**src/rtl/wb_pack_writer.sv**
```systemverilog
// Writeback packer: reduces per-channel partial sums, shifts/ReLUs/saturates each result,
// packs BYTES results per channel into one BRAM word and writes all channels together.
//
// state   | meaning
// S_IDLE  | waiting for start; run parameters captured on start
// S_RUN   | accepting beats until num_words*BYTES have been taken
// S_DRAIN | beats done; waiting for the pipeline and the final write to clear
// S_DONE  | one-cycle done pulse, then back to idle
module wb_pack_writer #(
  parameter int NUM_CH    = 2,
  parameter int NUM_TERMS = 5,
  parameter int SUM_W     = 11,
  parameter int OUT_W     = 8,
  parameter int BYTES     = 8,
  parameter int ADDR_W    = 12
) (
  input  logic                              clk_i,
  input  logic                              rst_i,
  input  logic                              start_i,
  input  logic [NUM_CH*ADDR_W-1:0]          base_addr_i,
  input  logic [ADDR_W-1:0]                 num_words_i,
  input  logic [3:0]                        shift_i,
  input  logic                              relu_en_i,
  input  logic                              sum_valid_i,
  output logic                              sum_ready_o,
  input  logic [NUM_CH*NUM_TERMS*SUM_W-1:0] sums_i,
  output logic                              we_o,
  output logic [NUM_CH*ADDR_W-1:0]          addr_o,
  output logic [NUM_CH*BYTES*OUT_W-1:0]     din_o,
  output logic                              busy_o,
  output logic                              done_o
);

  localparam int RED_W  = SUM_W + $clog2(NUM_TERMS);
  localparam int IDX_W  = (BYTES > 1) ? $clog2(BYTES) : 1;
  localparam int CNT_W  = ADDR_W + IDX_W;
  localparam int WORD_W = BYTES * OUT_W;
  localparam logic signed [RED_W-1:0] SAT_MAX = RED_W'((1 <<< (OUT_W - 1)) - 1);
  localparam logic signed [RED_W-1:0] SAT_MIN = -SAT_MAX - RED_W'(1);

  typedef enum logic [1:0] {S_IDLE, S_RUN, S_DRAIN, S_DONE} state_t;

  state_t                           state_q, state_d;
  logic [CNT_W-1:0]                 beats_left_q, beats_left_d;
  logic [NUM_CH*ADDR_W-1:0]         base_q;
  logic [3:0]                       shift_q;
  logic                             relu_q;
  logic [ADDR_W-1:0]                word_cnt_q;
  logic [IDX_W-1:0]                 idx_q;
  logic                             v0_q, v1_q, last_q, we_q;
  logic [NUM_CH*NUM_TERMS*SUM_W-1:0] s0_q;
  logic signed [RED_W-1:0]          red_d [NUM_CH];
  logic signed [RED_W-1:0]          red_q [NUM_CH];
  logic signed [RED_W-1:0]          shifted [NUM_CH];
  logic [OUT_W-1:0]                 lane_d [NUM_CH];
  logic [NUM_CH*WORD_W-1:0]         word_q;
  logic [NUM_CH*WORD_W-1:0]         din_q;
  logic [NUM_CH*ADDR_W-1:0]         addr_q;
  logic                             start_run, accept, pipe_empty;

  assign start_run  = (state_q == S_IDLE) && start_i;
  assign accept     = sum_valid_i && sum_ready_o;
  assign pipe_empty = !v0_q && !v1_q && !last_q;

  assign we_o   = we_q;
  assign addr_o = addr_q;
  assign din_o  = din_q;

  always_comb begin
    state_d      = state_q;
    beats_left_d = beats_left_q;
    sum_ready_o  = 1'b0;
    busy_o       = 1'b0;
    done_o       = 1'b0;
    unique case (state_q)
      S_IDLE: begin
        if (start_i) begin
          state_d      = S_RUN;
          beats_left_d = CNT_W'(num_words_i) * CNT_W'(BYTES);
        end
      end
      S_RUN: begin
        busy_o      = 1'b1;
        sum_ready_o = (beats_left_q != '0);
        if (sum_valid_i && (beats_left_q != '0))
          beats_left_d = beats_left_q - CNT_W'(1);
        if (beats_left_q == '0)
          state_d = pipe_empty ? S_DONE : S_DRAIN;
      end
      S_DRAIN: begin
        busy_o = 1'b1;
        if (pipe_empty) state_d = S_DONE;
      end
      S_DONE: begin
        done_o  = 1'b1;
        state_d = S_IDLE;
      end
    endcase
  end

  // Reduction width is grown so the sum of NUM_TERMS sign-extended terms cannot overflow.
  always_comb begin
    for (int c = 0; c < NUM_CH; c++) begin
      red_d[c] = '0;
      for (int t = 0; t < NUM_TERMS; t++)
        red_d[c] = red_d[c] + RED_W'(signed'(s0_q[(c*NUM_TERMS+t)*SUM_W +: SUM_W]));
    end
  end

  always_comb begin
    for (int c = 0; c < NUM_CH; c++) begin
      shifted[c] = red_q[c] >>> shift_q;
      if (relu_q && shifted[c][RED_W-1]) shifted[c] = '0;
      if (shifted[c] > SAT_MAX)      lane_d[c] = SAT_MAX[OUT_W-1:0];
      else if (shifted[c] < SAT_MIN) lane_d[c] = SAT_MIN[OUT_W-1:0];
      else                           lane_d[c] = shifted[c][OUT_W-1:0];
    end
  end

  always_ff @(posedge clk_i) begin
    if (rst_i) begin
      state_q      <= S_IDLE;
      beats_left_q <= '0;
      base_q       <= '0;
      shift_q      <= '0;
      relu_q       <= 1'b0;
      word_cnt_q   <= '0;
      idx_q        <= '0;
      v0_q         <= 1'b0;
      v1_q         <= 1'b0;
      last_q       <= 1'b0;
      we_q         <= 1'b0;
      s0_q         <= '0;
      red_q        <= '{default: '0};
      word_q       <= '0;
      din_q        <= '0;
      addr_q       <= '0;
    end else begin
      state_q      <= state_d;
      beats_left_q <= beats_left_d;
      if (start_run) begin
        base_q     <= base_addr_i;
        shift_q    <= shift_i;
        relu_q     <= relu_en_i;
        word_cnt_q <= '0;
        idx_q      <= '0;
      end
      v0_q <= accept;
      if (accept) s0_q <= sums_i;
      v1_q  <= v0_q;
      red_q <= red_d;
      last_q <= 1'b0;
      if (v1_q) begin
        for (int c = 0; c < NUM_CH; c++)
          word_q[c*WORD_W + int'(idx_q)*OUT_W +: OUT_W] <= lane_d[c];
        last_q <= (idx_q == IDX_W'(BYTES - 1));
        idx_q  <= (idx_q == IDX_W'(BYTES - 1)) ? '0 : idx_q + IDX_W'(1);
      end
      // word_q already holds every lane of the finished word when last_q is seen
      we_q <= last_q;
      if (last_q) begin
        din_q <= word_q;
        for (int c = 0; c < NUM_CH; c++)
          addr_q[c*ADDR_W +: ADDR_W] <= base_q[c*ADDR_W +: ADDR_W] + word_cnt_q;
        word_cnt_q <= word_cnt_q + ADDR_W'(1);
      end
    end
  end

endmodule

```
**config.mk**
```make
export PLATFORM = sky130hd
export DESIGN_NAME = wb_pack_writer
export DESIGN_NICKNAME = d
export VERILOG_FILES = /design/src/rtl/wb_pack_writer.sv
export SDC_FILE = /design/constraint.sdc
export NUM_CORES = 1
export LEC_CHECK = 0
export CORE_ASPECT_RATIO = 0.8
export CORE_UTILIZATION = 43
export DETAILED_ROUTE_END_ITERATION = 10
export GPL_ROUTABILITY_DRIVEN = 0
export MAX_ROUTING_LAYER = met4
export PLACE_DENSITY = 0.75
export SETUP_SLACK_MARGIN = 0.5
export SYNTH_ARGS = -nofsm -noshare
export SYNTH_HDL_FRONTEND = slang
export SYNTH_SLANG_ARGS = --single-unit
```
**constraint.sdc**
```tcl
create_clock -name clk_i -period 4.3 [get_ports clk_i]
set_clock_uncertainty 0.15 [all_clocks]
set_input_delay 0.43 -clock clk_i [delete_from_list [all_inputs] [get_ports clk_i]]
set_output_delay 0.43 -clock clk_i [all_outputs]
set_load 0.03 [all_outputs]
```
-- Word level (Yosys, flattened, before mapping)
Index checks and enable logic that the tools add are counted.
- muxes and demuxes: 24
- div/mod/pow operators: 0
- reductions and logical operators: 20
- order comparisons: 4
- bitwise operators: 1
- multiply operators: 0
- add/subtract/negate cells: 16
- shift operators: 6
- equality and inequality tests: 8
- operators with widths (cell ; number):
    128-bit bitwise mux ; 2
    8-bit by 33-bit variable shift with 128-bit output (first input constant) ; 2
    8-bit by 33-bit indexed part select with 128-bit output ; 2
    6-bit negation with 33-bit output ; 1
    8-bit negation with 33-bit output ; 1
    8-bit 2-to-1 mux ; 4
    15-bit 2-to-1 mux ; 2
    15-bit case mux with 2 select lines ; 1
    13-bit by 11-bit adder with 14-bit output ; 2
    14-bit by 11-bit adder with 14-bit output ; 2
    14-bit by 8-bit greater-than comparator with 1-bit output (second input constant) ; 2
    14-bit by 8-bit < comparator with 1-bit output (second input constant) ; 2
    14-bit 2-to-1 mux ; 2
    14-bit by 4-bit >>> shifter with 14-bit output ; 2
    12-bit by 11-bit adder with 13-bit output ; 2
    11-bit by 11-bit adder with 12-bit output ; 2
    12-bit adder ; 2
    12-bit 2-to-1 mux ; 2
    15-bit zero test ; 1
    15-bit nonzero test ; 1
    15-bit by 1-bit subtractor with 15-bit output (second input constant) ; 1
    12-bit by 1-bit adder with 12-bit output (second input constant) ; 1
    3-bit 2-to-1 mux ; 3
    7-bit by 6-bit adder with 8-bit output (first input constant) ; 1
    15 further kinds ; 36
- RAM bits: 0
- output and inout port bits: 156
- bits in latches: 0
- input bits: 155
- register bits: 483
- memories: 0
- ROM bits: 0
- word-level logic and storage cells: 96

-- Longest topological paths before layout
Gate-level depths: netlist of run 1.
- word-level depth: 9
- depth in mapped cells: 15
- mapped depth without buffers: 15

-- Worst setup path after synthesis of run 1
OpenSTA, ideal clock, no wires.
- path type: flip-flop to flip-flop
- start point: register s0_q[1]
- end point: register red_q[27] (netlist bit)
- slack: 0.512 ns
- cell stages (with the launch flop): 16
- clock period less this slack: 3.788 ns
- arrival: 3.567 ns
- library setup time: 0.070 ns
- required time: 4.080 ns
- buffers on the path: 0
- cell sequence: dfxtp_1 -> fa_1 -> fa_1 -> inv_1 -> fa_1 -> inv_1 -> ha_1 -> inv_1 -> fa_1 -> nor2b_1 -> o31a_1 -> o211ai_1 -> a21oi_1 -> nor3_1 -> or3_1 -> a21oi_1
- cells in the longest elaborated chain, start to end: 4
- ends and longest elaborated chain (what ; line ; text):
    start, declared ; 51 ; logic [NUM_CH*NUM_TERMS*SUM_W-1:0] s0_q;
    start signal, assigned ; 149 ; if (accept) s0_q <= sums_i;
    11-bit by 11-bit adder with 12-bit output ; 106 ; red_d[c] = red_d[c] + RED_W'(signed'(s0_q[(c*NUM_TERMS+t)*SUM_W +: SUM_W]));
    12-bit by 11-bit adder with 13-bit output ; 106 ;
    13-bit by 11-bit adder with 14-bit output ; 106 ;
    14-bit by 11-bit adder with 14-bit output ; 106 ;
    end signal, assigned ; 151 ; red_q <= red_d;
    end, declared ; 53 ; logic signed [RED_W-1:0] red_q [NUM_CH];
Every way passes these cells.
A chain may end at the register's enable or synchronous reset.

-- Worst setup path in the final report of run 1
- start point: register s0_q[1]
- end point: register red_q[26] (netlist bit)
The elaborated chain is that of the path after synthesis.

==> flow_summary.yaml, run 1 <==
run_status:
  outcome: "finished, final reports clean"
sta:
  timing.max_slew.rel_slack_pct: 24.1
  post-route-min-period_ns: 3.86
  grt_setup_unrepaired: "true"
  timing_worst_slew_pin_value_ns: 1.14
  report.final.hold_viol_count: 0
  report.final.slew_viol_count: 0
  setup_total_negative_slack_ns: 0
  setup-violations-final: 0
  max_clock_freq_mhz: 259
  post-route-period-util_pct: 89.8
floorplanning:
  total_die_area_um2: 52900
  ioPinCount: 311
  start_util_pct: 43.6
  die_width_um: 257
  die_height_um: 206
  design.core.area_um2: 51200
  placementRows: 74
yosys:
  synth.yosys.seq_area_share_pct: 43.3
  yosys_synthesis_warning_count: 0
  netlist_instances: 2464
  synth_largest_area_cell: "sky130_fd_sc_hd__dfxtp_1"
  post_synth_main_area_contributors: "sky130_fd_sc_hd__dfxtp_1 43%, sky130_fd_sc_hd__mux2i_1 7.1%, sky130_fd_sc_hd__nand2_1 6.9%, sky130_fd_sc_hd__fa_1 6.5%, sky130_fd_sc_hd__nor2_1 4.9%"
  synth_enable_flop_cells: 0
  flop_and_latch_count_out_of_synthesis: 483
  post_synthesis_net_count: 2756
  dominant_register_cell_in_the_synthesized_netlist: "sky130_fd_sc_hd__dfxtp_1"
  synth_cell_type_count: 88
  synth_largest_type_area_fraction_pct: 43.3
  post_synth.cell_area_avg_um2: 9.07
  synth-async-reset-ratio_pct: 0
  mappedNetlistArea_um2: 22300
cts:
  cts-htree-levels: 2
  clk-insertion-delay-late_ns: 0.60
  clkSlewWorstSetupHoldPaths_ns: 0.06
  clockRootBuffer: "sky130_fd_sc_hd__clkbuf_16"
  cts_tree: "built"
  cts_inserted_buffers: 48
  max-clock-path-buffers: 3
  clock_sinks: 483
drt:
  route.detailed.drc: 0
  drtPass1Iterations: 5
  wl_mm: 57.8
  wl_per_cell_um: 16.9
  number_of_vias_in_the_routed_layout: 18400
  remaining_antenna_violation_count: 0
  drt-initial-drc-count: 1476
  vias_per_cell: 5.39
run:
  max-cap-violations: 0
final_layout:
  fin_nets: 2993
  layout.area.seq_um2: 9680
  final-instance-count-excl-fill: 3421
  layout_cell_share_with_drive_strength_beyond_1_pct: 6.80
  multiInputGateArea_um2: 12000
  area_growth_syn_to_layout_pct: 23.8
  mostFrequentLayoutCells: "476 x sky130_fd_sc_hd__dfxtp_1, 408 x sky130_fd_sc_hd__nand2_1, 309 x sky130_fd_sc_hd__clkdlybuf4s50_1"
  fillCellCount: 4441
  num_antenna_cells: 0
  final_core_util_pct: 54.0
  final_common_cell: "sky130_fd_sc_hd__dfxtp_1"
critical_path:
  reg2reg_slack_ns: 0.44
  worstSetupPathType: "register to register"
  data_required_time_at_the_worst_endpoint_ns: 4.57
  critPathMaxFanout: 2
  timing.critical_path.from_type: "register"
  critical_path.endpoint_type: "register"
  critPathArrivalTime_ns: 4.13
global_routing:
  grt_first_pass_wirelength_mm: 92.2
  grt.total_usage_pct: 22.0
  number_of_antenna_violations_at_the_first_check_in_global_routing: 0
  first_global_vias: 17800
  grt_start_max_net_pins: 209
  grt_overflow_total: 0
placed_design:
  detailedPlacementHpwl_mm: 40.8
  placement.io_buffers: 310
  numPlacedInstances: 3327
pwr:
  vdd_ir_drop_max_v: 0.000496
  power.static_leakage_nw: 10.2
  power_density_nw_per_um2: 544
  total_power_w: 0.0150
hold_path:
  timing.hold.worst.class: "input port to register"
-- worst paths after layout --
path | cells after the start | start | to
worst min-delay path | 3 | sums_i[29] | s0_q[29]$_SDFFE_PP0P_
worst min register to register | 1 | v0_q$_SDFF_PP0_ | v1_q$_SDFF_PP0_
worst max-delay path | 14 | s0_q[1]$_SDFFE_PP0P_ | red_q[26]$_SDFF_PP0_
worst max register to register | 14 | s0_q[1]$_SDFFE_PP0P_ | red_q[26]$_SDFF_PP0_
-- where the power goes --
group | internal (W) | switching, W
Clock | 0.00246 | 0.00181
Sequential | 0.00490 | 0.000463
Combinational | 0.00191 | 0.00349
-- layer usage --
metal | wire length (µm) | share of wire [%] | up-vias | track usage, %
met5 | 0 | 0 | - | -
met4 | 1590 | 2.7 | 0 | 6.76
met3 | 3030 | 5.2 | 110 | 3.15
met2 | 26600 | 46 | 550 | 35.6
met1 | 26500 | 46 | 8783 | 28.7
li1 | - | - | 9003 | -
-- state kept, by name, indices dropped and copies added (netlist names), 12 cells and up --
name          count
addr_o           24
s0_q            110
red_q            28
base_q           24
beats_left_q     15
din_o           128
word_cnt_q       12
word_q          128
-- critical path, cell delays in order, from the launching register on --
cell	delay (ns)
sky130_fd_sc_hd__dfxtp_2	0.33
sky130_fd_sc_hd__fa_1	0.52
sky130_fd_sc_hd__fa_1	0.53
sky130_fd_sc_hd__inv_1	0.05
sky130_fd_sc_hd__fa_1	0.49
sky130_fd_sc_hd__inv_2	0.05
sky130_fd_sc_hd__ha_4	0.16
sky130_fd_sc_hd__buf_4	0.15
sky130_fd_sc_hd__a211oi_4	0.29
sky130_fd_sc_hd__o21bai_2	0.12
sky130_fd_sc_hd__a31oi_2	0.23
sky130_fd_sc_hd__o21ai_2	0.09
sky130_fd_sc_hd__o41ai_2	0.30
sky130_fd_sc_hd__xor2_1	0.17
sky130_fd_sc_hd__nor2_1	0.06
-- per-stage QoR --
stage	setup WS, ns	hold slack (ns)	instance area, µm²
floorplan	0.512	0.275	22300
global placement	0.312	0.288	25900
detailed placement	0.150	0.297	25900
CTS	0.349	0.205	27600
global route	0.329	0.230	27700
finish	0.440	0.242	27700
-- layout make-up --
cell class | count | area share [%]
clock buffer | 65 | 4.86
tap | 684 | 3.09
multi-input combinational | 1792 | 43.2
timing repair buffer | 342 | 12.3
inverter | 34 | 0.461
sequential | 483 | 35.0
clock inverter | 21 | 1.01
-- Yosys cell counts, types with 5 or more instances --
cell                       number
sky130_fd_sc_hd__dfxtp_1      483
sky130_fd_sc_hd__nand2_1      409
sky130_fd_sc_hd__nor2_1       292
sky130_fd_sc_hd__a21oi_1      213
sky130_fd_sc_hd__mux2i_1      158
sky130_fd_sc_hd__clkbuf_1     102
sky130_fd_sc_hd__fa_1          72
sky130_fd_sc_hd__ha_1          65
sky130_fd_sc_hd__a22oi_1       54
sky130_fd_sc_hd__nor3_1        48
sky130_fd_sc_hd__o21ai_1       47
sky130_fd_sc_hd__o21ai_0       45
sky130_fd_sc_hd__nand3_1       37
sky130_fd_sc_hd__inv_1         33
sky130_fd_sc_hd__nand2b_1      27
sky130_fd_sc_hd__buf_2         25
sky130_fd_sc_hd__a211oi_1      24
sky130_fd_sc_hd__nor2b_1       24
sky130_fd_sc_hd__xnor2_1       19
sky130_fd_sc_hd__xor2_1        18
sky130_fd_sc_hd__mux4_2        16
sky130_fd_sc_hd__buf_4         14
sky130_fd_sc_hd__or3_1         14
sky130_fd_sc_hd__a21o_1        12
sky130_fd_sc_hd__o22ai_1       12
sky130_fd_sc_hd__a221o_1       11
sky130_fd_sc_hd__a22o_1        11
sky130_fd_sc_hd__o21a_1        11
sky130_fd_sc_hd__a31oi_1        9
sky130_fd_sc_hd__buf_1          9
sky130_fd_sc_hd__nor4_1         8
sky130_fd_sc_hd__o211ai_1       8
sky130_fd_sc_hd__o31ai_1        7
sky130_fd_sc_hd__a21boi_1       6
sky130_fd_sc_hd__mux2_2         6
sky130_fd_sc_hd__nand3b_1       6
sky130_fd_sc_hd__nor3b_1        6
sky130_fd_sc_hd__o21bai_1       6
sky130_fd_sc_hd__and2_1         5
sky130_fd_sc_hd__nand4_1        5
sky130_fd_sc_hd__or4_1          5
-- what timing repair did --
action | 4_1_cts | 5_1_grt
resized for setup | 13 | 19
gates cloned | 0 | 0
buffers inserted | 3 | 4
setup endpoints to repair | 6 | 10
pin swaps | 17 | 23
hold buffers | 1 | 0
endpoints found under the hold margin | 22 | 0
-- cells by family (layout without fill, tap and decap cells) --
group / Yosys count / after routing / share of synthesized area (%)
and+or+nand+nor: 916 / 916 / 17.7
AOI/OAI and AO/OA: 518 / 518 / 14.5
DFF: 483 / 483 / 43.3
buffers and inverters: 189 / 462 / 3.71
muxes: 184 / 184 / 9.19
adders and majority gates: 137 / 137 / 10.1
xor gates and xnor gates: 37 / 37 / 1.45
No activity file was read; power rests on OpenSTA's default activity.
==> inputs of run 2 (changes only) <==
--- a/config.mk
+++ b/config.mk
@@ -11,6 +11,7 @@
 export GPL_ROUTABILITY_DRIVEN = 0
 export MAX_ROUTING_LAYER = met4
 export PLACE_DENSITY = 0.75
+export RECOVER_POWER = 50
 export SETUP_SLACK_MARGIN = 0.5
 export SYNTH_ARGS = -nofsm -noshare
 export SYNTH_HDL_FRONTEND = slang
==> constraint.sdc (replaced) <==
create_clock -name clk_i -period 4.7 [get_ports clk_i]
set_clock_uncertainty 0.15 [all_clocks]
set_input_delay 0.47 -clock clk_i [delete_from_list [all_inputs] [get_ports clk_i]]
set_output_delay 0.47 -clock clk_i [all_outputs]
set_load 0.03 [all_outputs]
==> run 2 against run 1 <==
Net effect: the flow now finishes with violations (capacitance limit, slew limit); power down 8.4%; die area unchanged; register-to-register slack better by 0.26 ns; critical path type unchanged; critical endpoint is now red_q[27]$_SDFF_PP0_; largest cell class unchanged; largest power group is now registers.
==> flow_summary.yaml, run 2 (same netlist as run 1, synthesis figures left out) <==
sta:
  timing.max_slew.rel_slack_pct: -63.0
  post-route-min-period_ns: 4.00
  report.final.slew_viol_count: 120
  post-route-period-util_pct: 85.1
  report.final.hold_viol_count: 0
  grt_setup_unrepaired: "true"
  timing_worst_slew_pin_value_ns: 2.45
  max_clock_freq_mhz: 250
  setup_total_negative_slack_ns: 0
  setup-violations-final: 0
  final_critical_path_setup_slack_ns: 0.698
floorplanning:
  total_die_area_um2: 52900
  start_util_pct: 43.6
  die_width_um: 257
  die_height_um: 206
  ioPinCount: 311
  placementRows: 74
  design.core.area_um2: 51200
hold_path:
  timing.hold.worst.class: "input port to register"
  hold-path-cell-count: 3
  min_to: "s0_q[73]$_SDFFE_PP0P_"
  hold_start: "sums_i[73]"
critical_path:
  critPathSlowestCell: "sky130_fd_sc_hd__fa_1"
  crit_path_max_incr_delay_ns: 0.52
  r2r_start: "s0_q[1]$_SDFFE_PP0P_"
  data_required_time_at_the_worst_endpoint_ns: 5.04
  critPathMaxFanout: 3
  worstSetupPathType: "register to register"
  path_common_cell: "sky130_fd_sc_hd__fa_1"
  critical_path.cell_chain: "fa_1 > fa_1 > inv_1 > fa_1 > inv_1 > ha_2 > inv_1 > fa_1 > nor2b_2 > o31a_1 > o211ai_1 > a21oi_2 > nor3_1 > or3_1 > a21oi_2"
  worstReg2RegEnd: "red_q[27]$_SDFF_PP0_"
  critical_path.endpoint_type: "register"
  reg2reg_slack_ns: 0.70
  critPathArrivalTime_ns: 4.34
  timing.critical_path.from_type: "register"
  worst-r2r-cell-count: 15
global_routing:
  grt_start_max_net_pins: 206
  number_of_antenna_violations_at_the_first_check_in_global_routing: 0
  grt_first_pass_wirelength_mm: 91.8
  grt_overflow_total: 0
  first_global_vias: 17800
  grt.total_usage_pct: 21.9
drt:
  remaining_antenna_violation_count: 0
  drtPass1Iterations: 5
  number_of_vias_in_the_routed_layout: 18400
  drt-initial-drc-count: 1403
  wl_per_cell_um: 16.8
  vias_per_cell: 5.41
  route.detailed.drc: 0
  wl_mm: 57.3
final_layout:
  layout.area.seq_um2: 9680
  fillCellCount: 4477
  layout_cell_share_with_drive_strength_beyond_1_pct: 5.59
  final_common_cell: "sky130_fd_sc_hd__dfxtp_1"
  area_growth_syn_to_layout_pct: 22.9
  mostFrequentLayoutCells: "480 x sky130_fd_sc_hd__dfxtp_1, 408 x sky130_fd_sc_hd__nand2_1, 292 x sky130_fd_sc_hd__nor2_1"
  num_antenna_cells: 0
  fin_nets: 2976
  multiInputGateArea_um2: 11900
cts:
  clock_sinks: 483
  cts.hold.buffers_added: 0
  cts_inserted_buffers: 47
  clk-insertion-delay-late_ns: 0.60
  clkSlewWorstSetupHoldPaths_ns: 0.06
  clockRootBuffer: "sky130_fd_sc_hd__clkbuf_16"
  max-clock-path-buffers: 3
  cts_tree: "built"
  cts-htree-levels: 2
pwr:
  power_density_nw_per_um2: 501
  vdd_ir_drop_max_v: 0.000445
  power.static_leakage_nw: 10.6
run_status:
  violations: "capacitance limit, slew limit"
  outcome: "complete, but fails checks"
run:
  max-cap-violations: 1
placed_design:
  detailedPlacementHpwl_mm: 40.4
  placement.io_buffers: 310
  place_ws_ns: 0.688
run 2: timing repair:
action,in CTS,in global routing
endpoints found under the setup margin,0,2
resized for setup,0,5
setup buffers,0,0
run 2: final cells by class:
class | count | share of cell area (%)
well taps | 684 | 3.12
repair buffers | 326 | 11.9
multi-input cells | 1792 | 43.2
clock inverters | 24 | 1.25
inverters | 34 | 0.465
flip-flops and latches | 483 | 35.2
clock buffers | 62 | 4.81
run 2: power by group:
group,internal [W],switching [W]
logic,0.00170,0.00313
clock network,0.00238,0.00164
registers,0.00448,0.000443
total,0.00856,0.00521
run 2: how the worst max path moves through the flow:
stage | from | endpoint | slack, ns | cells after the start
2_1_floorplan | s0_q[1]$_SDFFE_PP0P_ | red_q[27]$_SDFF_PP0_ | 0.91 | 15
3_3_place_gp | s0_q[1]$_SDFFE_PP0P_ | red_q[27]$_SDFF_PP0_ | 0.70 | 15
3_5_place_dp | s0_q[1]$_SDFFE_PP0P_ | red_q[27]$_SDFF_PP0_ | 0.69 | 15
4_1_cts | s0_q[1]$_SDFFE_PP0P_ | red_q[27]$_SDFF_PP0_ | 0.66 | 15
5_1_grt | s0_q[1]$_SDFFE_PP0P_ | red_q[27]$_SDFF_PP0_ | 0.49 | 15
6_report | s0_q[1]$_SDFFE_PP0P_ | red_q[27]$_SDFF_PP0_ | 0.70 | 15
run 2: metrics by stage:
stage | std cells | utilization [%] | power, W | area [µm²] | hold slack [ns]
after global routing | 3405 | 53.7 | 0.0145 | 27500 | 0.274
after global placement | 3319 | 50.4 | 0.00968 | 25800 | 0.289
after detailed placement | 3319 | 50.4 | 0.00984 | 25800 | 0.295
after floorplan | 2464 | - | 0.00820 | 22300 | 0.275
after CTS | 3405 | 53.6 | 0.0139 | 27500 | 0.201
final | 3405 | 53.7 | 0.0138 | 27500 | 0.288
run 2: critical path: cells and delay by family (launching register included):
kind,cells,cell delay [ns]
AO/OA/AOI/OAI,4,0.67
AND/OR/NAND/NOR,3,0.56
adder cells (fa/ha/maj),5,2.05
buffers and inverters,3,0.19
flip-flops,1,0.33
run 2: per-layer routing:
layer  wire length, µm  track usage [%]  vias to the layer above  share of wire, %
li1                  -                -                     8982                 -
met1             26400             28.6                     8765                46
met2             26100             34.8                      560                46
met3              3140             3.18                      108               5.5
met4              1630             7.46                        0               2.8
met5                 0                -                        -                 0
==> inputs of run 3 (changes only) <==
==> constraint.sdc (replaced) <==
create_clock -name clk_i -period 4.95 [get_ports clk_i]
set_clock_uncertainty 0.15 [all_clocks]
set_input_delay 0.495 -clock clk_i [delete_from_list [all_inputs] [get_ports clk_i]]
set_output_delay 0.495 -clock clk_i [all_outputs]
set_load 0.03 [all_outputs]
==> run 3 against run 2 <==
Net effect: power shrank 5.7%; global-route usage decreased by 0.11 points; non-clock buffer count increased by 3; register-to-register slack hardly changed; die area is the same; critical endpoint is now red_q[4]$_SDFF_PP0_; final area fell by 0.31%; worst hold slack lost 0.10 ns; sequential cell count stayed put; sequential power down 5.1%; critical path depth down 12; the run still ends with capacitance limit, slew limit left.
==> flow_summary.yaml, run 3 (same netlist as run 1, synthesis figures left out) <==
cts:
  post_cts_resized: 0
  cts_tree: "built"
  cts-htree-levels: 2
  cts_inserted_buffers: 48
  max-clock-path-buffers: 3
  clock_sinks: 483
  clockRootBuffer: "sky130_fd_sc_hd__clkbuf_16"
  clkSlewWorstSetupHoldPaths_ns: 0.07
  clk-insertion-delay-late_ns: 0.59
  post_cts.repair.setup_buffers: 0
  cts.hold.buffers_added: 0
critical_path:
  critPathArrivalTime_ns: 4.52
  worstSetupPathType: "input port to register"
  r2r_start: "s0_q[1]$_SDFFE_PP0P_"
  critical_path.endpoint_type: "register"
  critPathMaxFanout: 211
  reg2reg_slack_ns: 0.69
  worstReg2RegEnd: "red_q[27]$_SDFF_PP0_"
  timing.critical_path.from_type: "input port"
  worst-r2r-cell-count: 15
  data_required_time_at_the_worst_endpoint_ns: 5.06
floorplanning:
  total_die_area_um2: 52900
  die_height_um: 206
  die_width_um: 257
  placementRows: 74
  start_util_pct: 43.6
  design.core.area_um2: 51200
  ioPinCount: 311
sta:
  report.final.slew_viol_count: 315
  report.final.hold_viol_count: 0
  setup_total_negative_slack_ns: 0
  timing.max_slew.rel_slack_pct: -180
  grt_setup_unrepaired: "false"
  hold-worst-slack_ns: 0.185
  post-route-period-util_pct: 89.1
  setup-violations-final: 0
  max_clock_freq_mhz: 227
  timing_worst_slew_pin_value_ns: 4.19
  post-route-min-period_ns: 4.41
drt:
  vias_per_cell: 5.39
  route.detailed.drc: 0
  drtPass1Iterations: 7
  drt-initial-drc-count: 1350
  number_of_vias_in_the_routed_layout: 18400
  remaining_antenna_violation_count: 0
  wl_mm: 57.4
  wl_per_cell_um: 16.8
final_layout:
  fillCellCount: 4455
  num_antenna_cells: 0
  area_growth_syn_to_layout_pct: 22.6
  finalInstanceArea_um2: 27400
  fin_nets: 2980
  final_common_cell: "sky130_fd_sc_hd__dfxtp_1"
  layout_cell_share_with_drive_strength_beyond_1_pct: 5.50
  mostFrequentLayoutCells: "481 x sky130_fd_sc_hd__dfxtp_1, 408 x sky130_fd_sc_hd__nand2_1, 292 x sky130_fd_sc_hd__nor2_1"
run_status:
  outcome: "complete, but fails checks"
  violations: "capacitance limit, slew limit"
run:
  max-cap-violations: 3
global_routing:
  first_global_vias: 17500
  number_of_antenna_violations_at_the_first_check_in_global_routing: 0
  grt_start_max_net_pins: 212
  grt_first_pass_wirelength_mm: 91.1
  grt.total_usage_pct: 21.8
  grt_overflow_total: 0
pwr:
  vdd_ir_drop_max_v: 0.000394
  power.static_leakage_nw: 10.6
  total_switching_power_w: 0.00498
  power_frac_comb_pct: 35.2
  relative_contribution_of_sequential_cells_to_total_power_pct: 36.0
  p_int_w: 0.00801
  switching_share_pct: 38.3
  power_density_nw_per_um2: 474
  clockPowerShare_pct: 28.8
  total_power_w: 0.0130
placed_design:
  placement.io_buffers: 310
  post_dp_cell_area_um2: 25800
  detailedPlacementHpwl_mm: 40.5
hold_path:
  hold-path-cell-count: 2
  min_to: "din_o[76]$_SDFFE_PP0P_"
  timing.hold.worst.class: "input port to register"
  hold_start: "rst_i"
[run 3: cell types whose count changed in the layout (fill, tap and decap cells not counted), moves of 2 or more]
| cell | change |
|---|---|
| sky130_fd_sc_hd__a21oi_2 | -2 |
| sky130_fd_sc_hd__buf_12 | -4 |
| sky130_fd_sc_hd__clkinv_2 | +2 |
| sky130_fd_sc_hd__buf_4 | +4 |
| sky130_fd_sc_hd__bufinv_16 | -3 |
| sky130_fd_sc_hd__a21oi_1 | +2 |
| sky130_fd_sc_hd__clkbuf_1 | +3 |
[run 3: layout make-up]
type / count / area, µm² / share of cell area, %
Sequential cell: 483 / 9670 / 35.3
Multi-Input combinational cell: 1792 / 11900 / 43.3
Timing Repair Buffer: 329 / 3240 / 11.8
Clock buffer: 65 / 1360 / 4.95
Inverter: 34 / 128 / 0.466
Tap cell: 684 / 856 / 3.13
Clock inverter: 25 / 273 / 0.996
[run 3: stage by stage]
stage / utilization (%) / setup WS [ns] / cells
6_report: 53.5 / 0.539 / 3412
5_1_grt: 53.5 / 0.307 / 3412
4_1_cts: 53.6 / 0.772 / 3412
3_5_place_dp: 50.4 / 0.825 / 3322
3_3_place_gp: 50.4 / 0.945 / 3322
2_1_floorplan: - / 1.16 / 2464
[run 3: critical path: stages]
cell	delay [ns]
sky130_fd_sc_hd__buf_8	0.45
sky130_fd_sc_hd__clkbuf_2	2.78
sky130_fd_sc_hd__nor3_1	0.28
[run 3: power groups by stage]
stage | registers [W] | clock network (W) | logic [W]
floorplan | 0.00456 | 0 | 0.00323
global placement | 0.00472 | 0 | 0.00446
detailed placement | 0.00475 | 0 | 0.00459
CTS | 0.00467 | 0.00382 | 0.00461
global route | 0.00474 | 0.00397 | 0.00502
finish | 0.00467 | 0.00374 | 0.00458
[run 3: how the worst max path moves through the flow]
stage	startpoint	endpoint	slack, ns
2_1_floorplan	s0_q[1]$_SDFFE_PP0P_	red_q[27]$_SDFF_PP0_	1.16
3_3_place_gp	s0_q[1]$_SDFFE_PP0P_	red_q[27]$_SDFF_PP0_	0.95
3_5_place_dp	s0_q[1]$_SDFFE_PP0P_	red_q[27]$_SDFF_PP0_	0.82
4_1_cts	s0_q[1]$_SDFFE_PP0P_	red_q[27]$_SDFF_PP0_	0.77
5_1_grt	rst_i	red_q[17]$_SDFF_PP0_	0.31
6_report	rst_i	red_q[4]$_SDFF_PP0_	0.54
[run 3: routing by layer]
metal	part of all wire (%)	GRT usage, %
met2	45	34.9
met5	0	-
met4	3.0	7.55
met3	5.5	3.13
met1	46	28.3
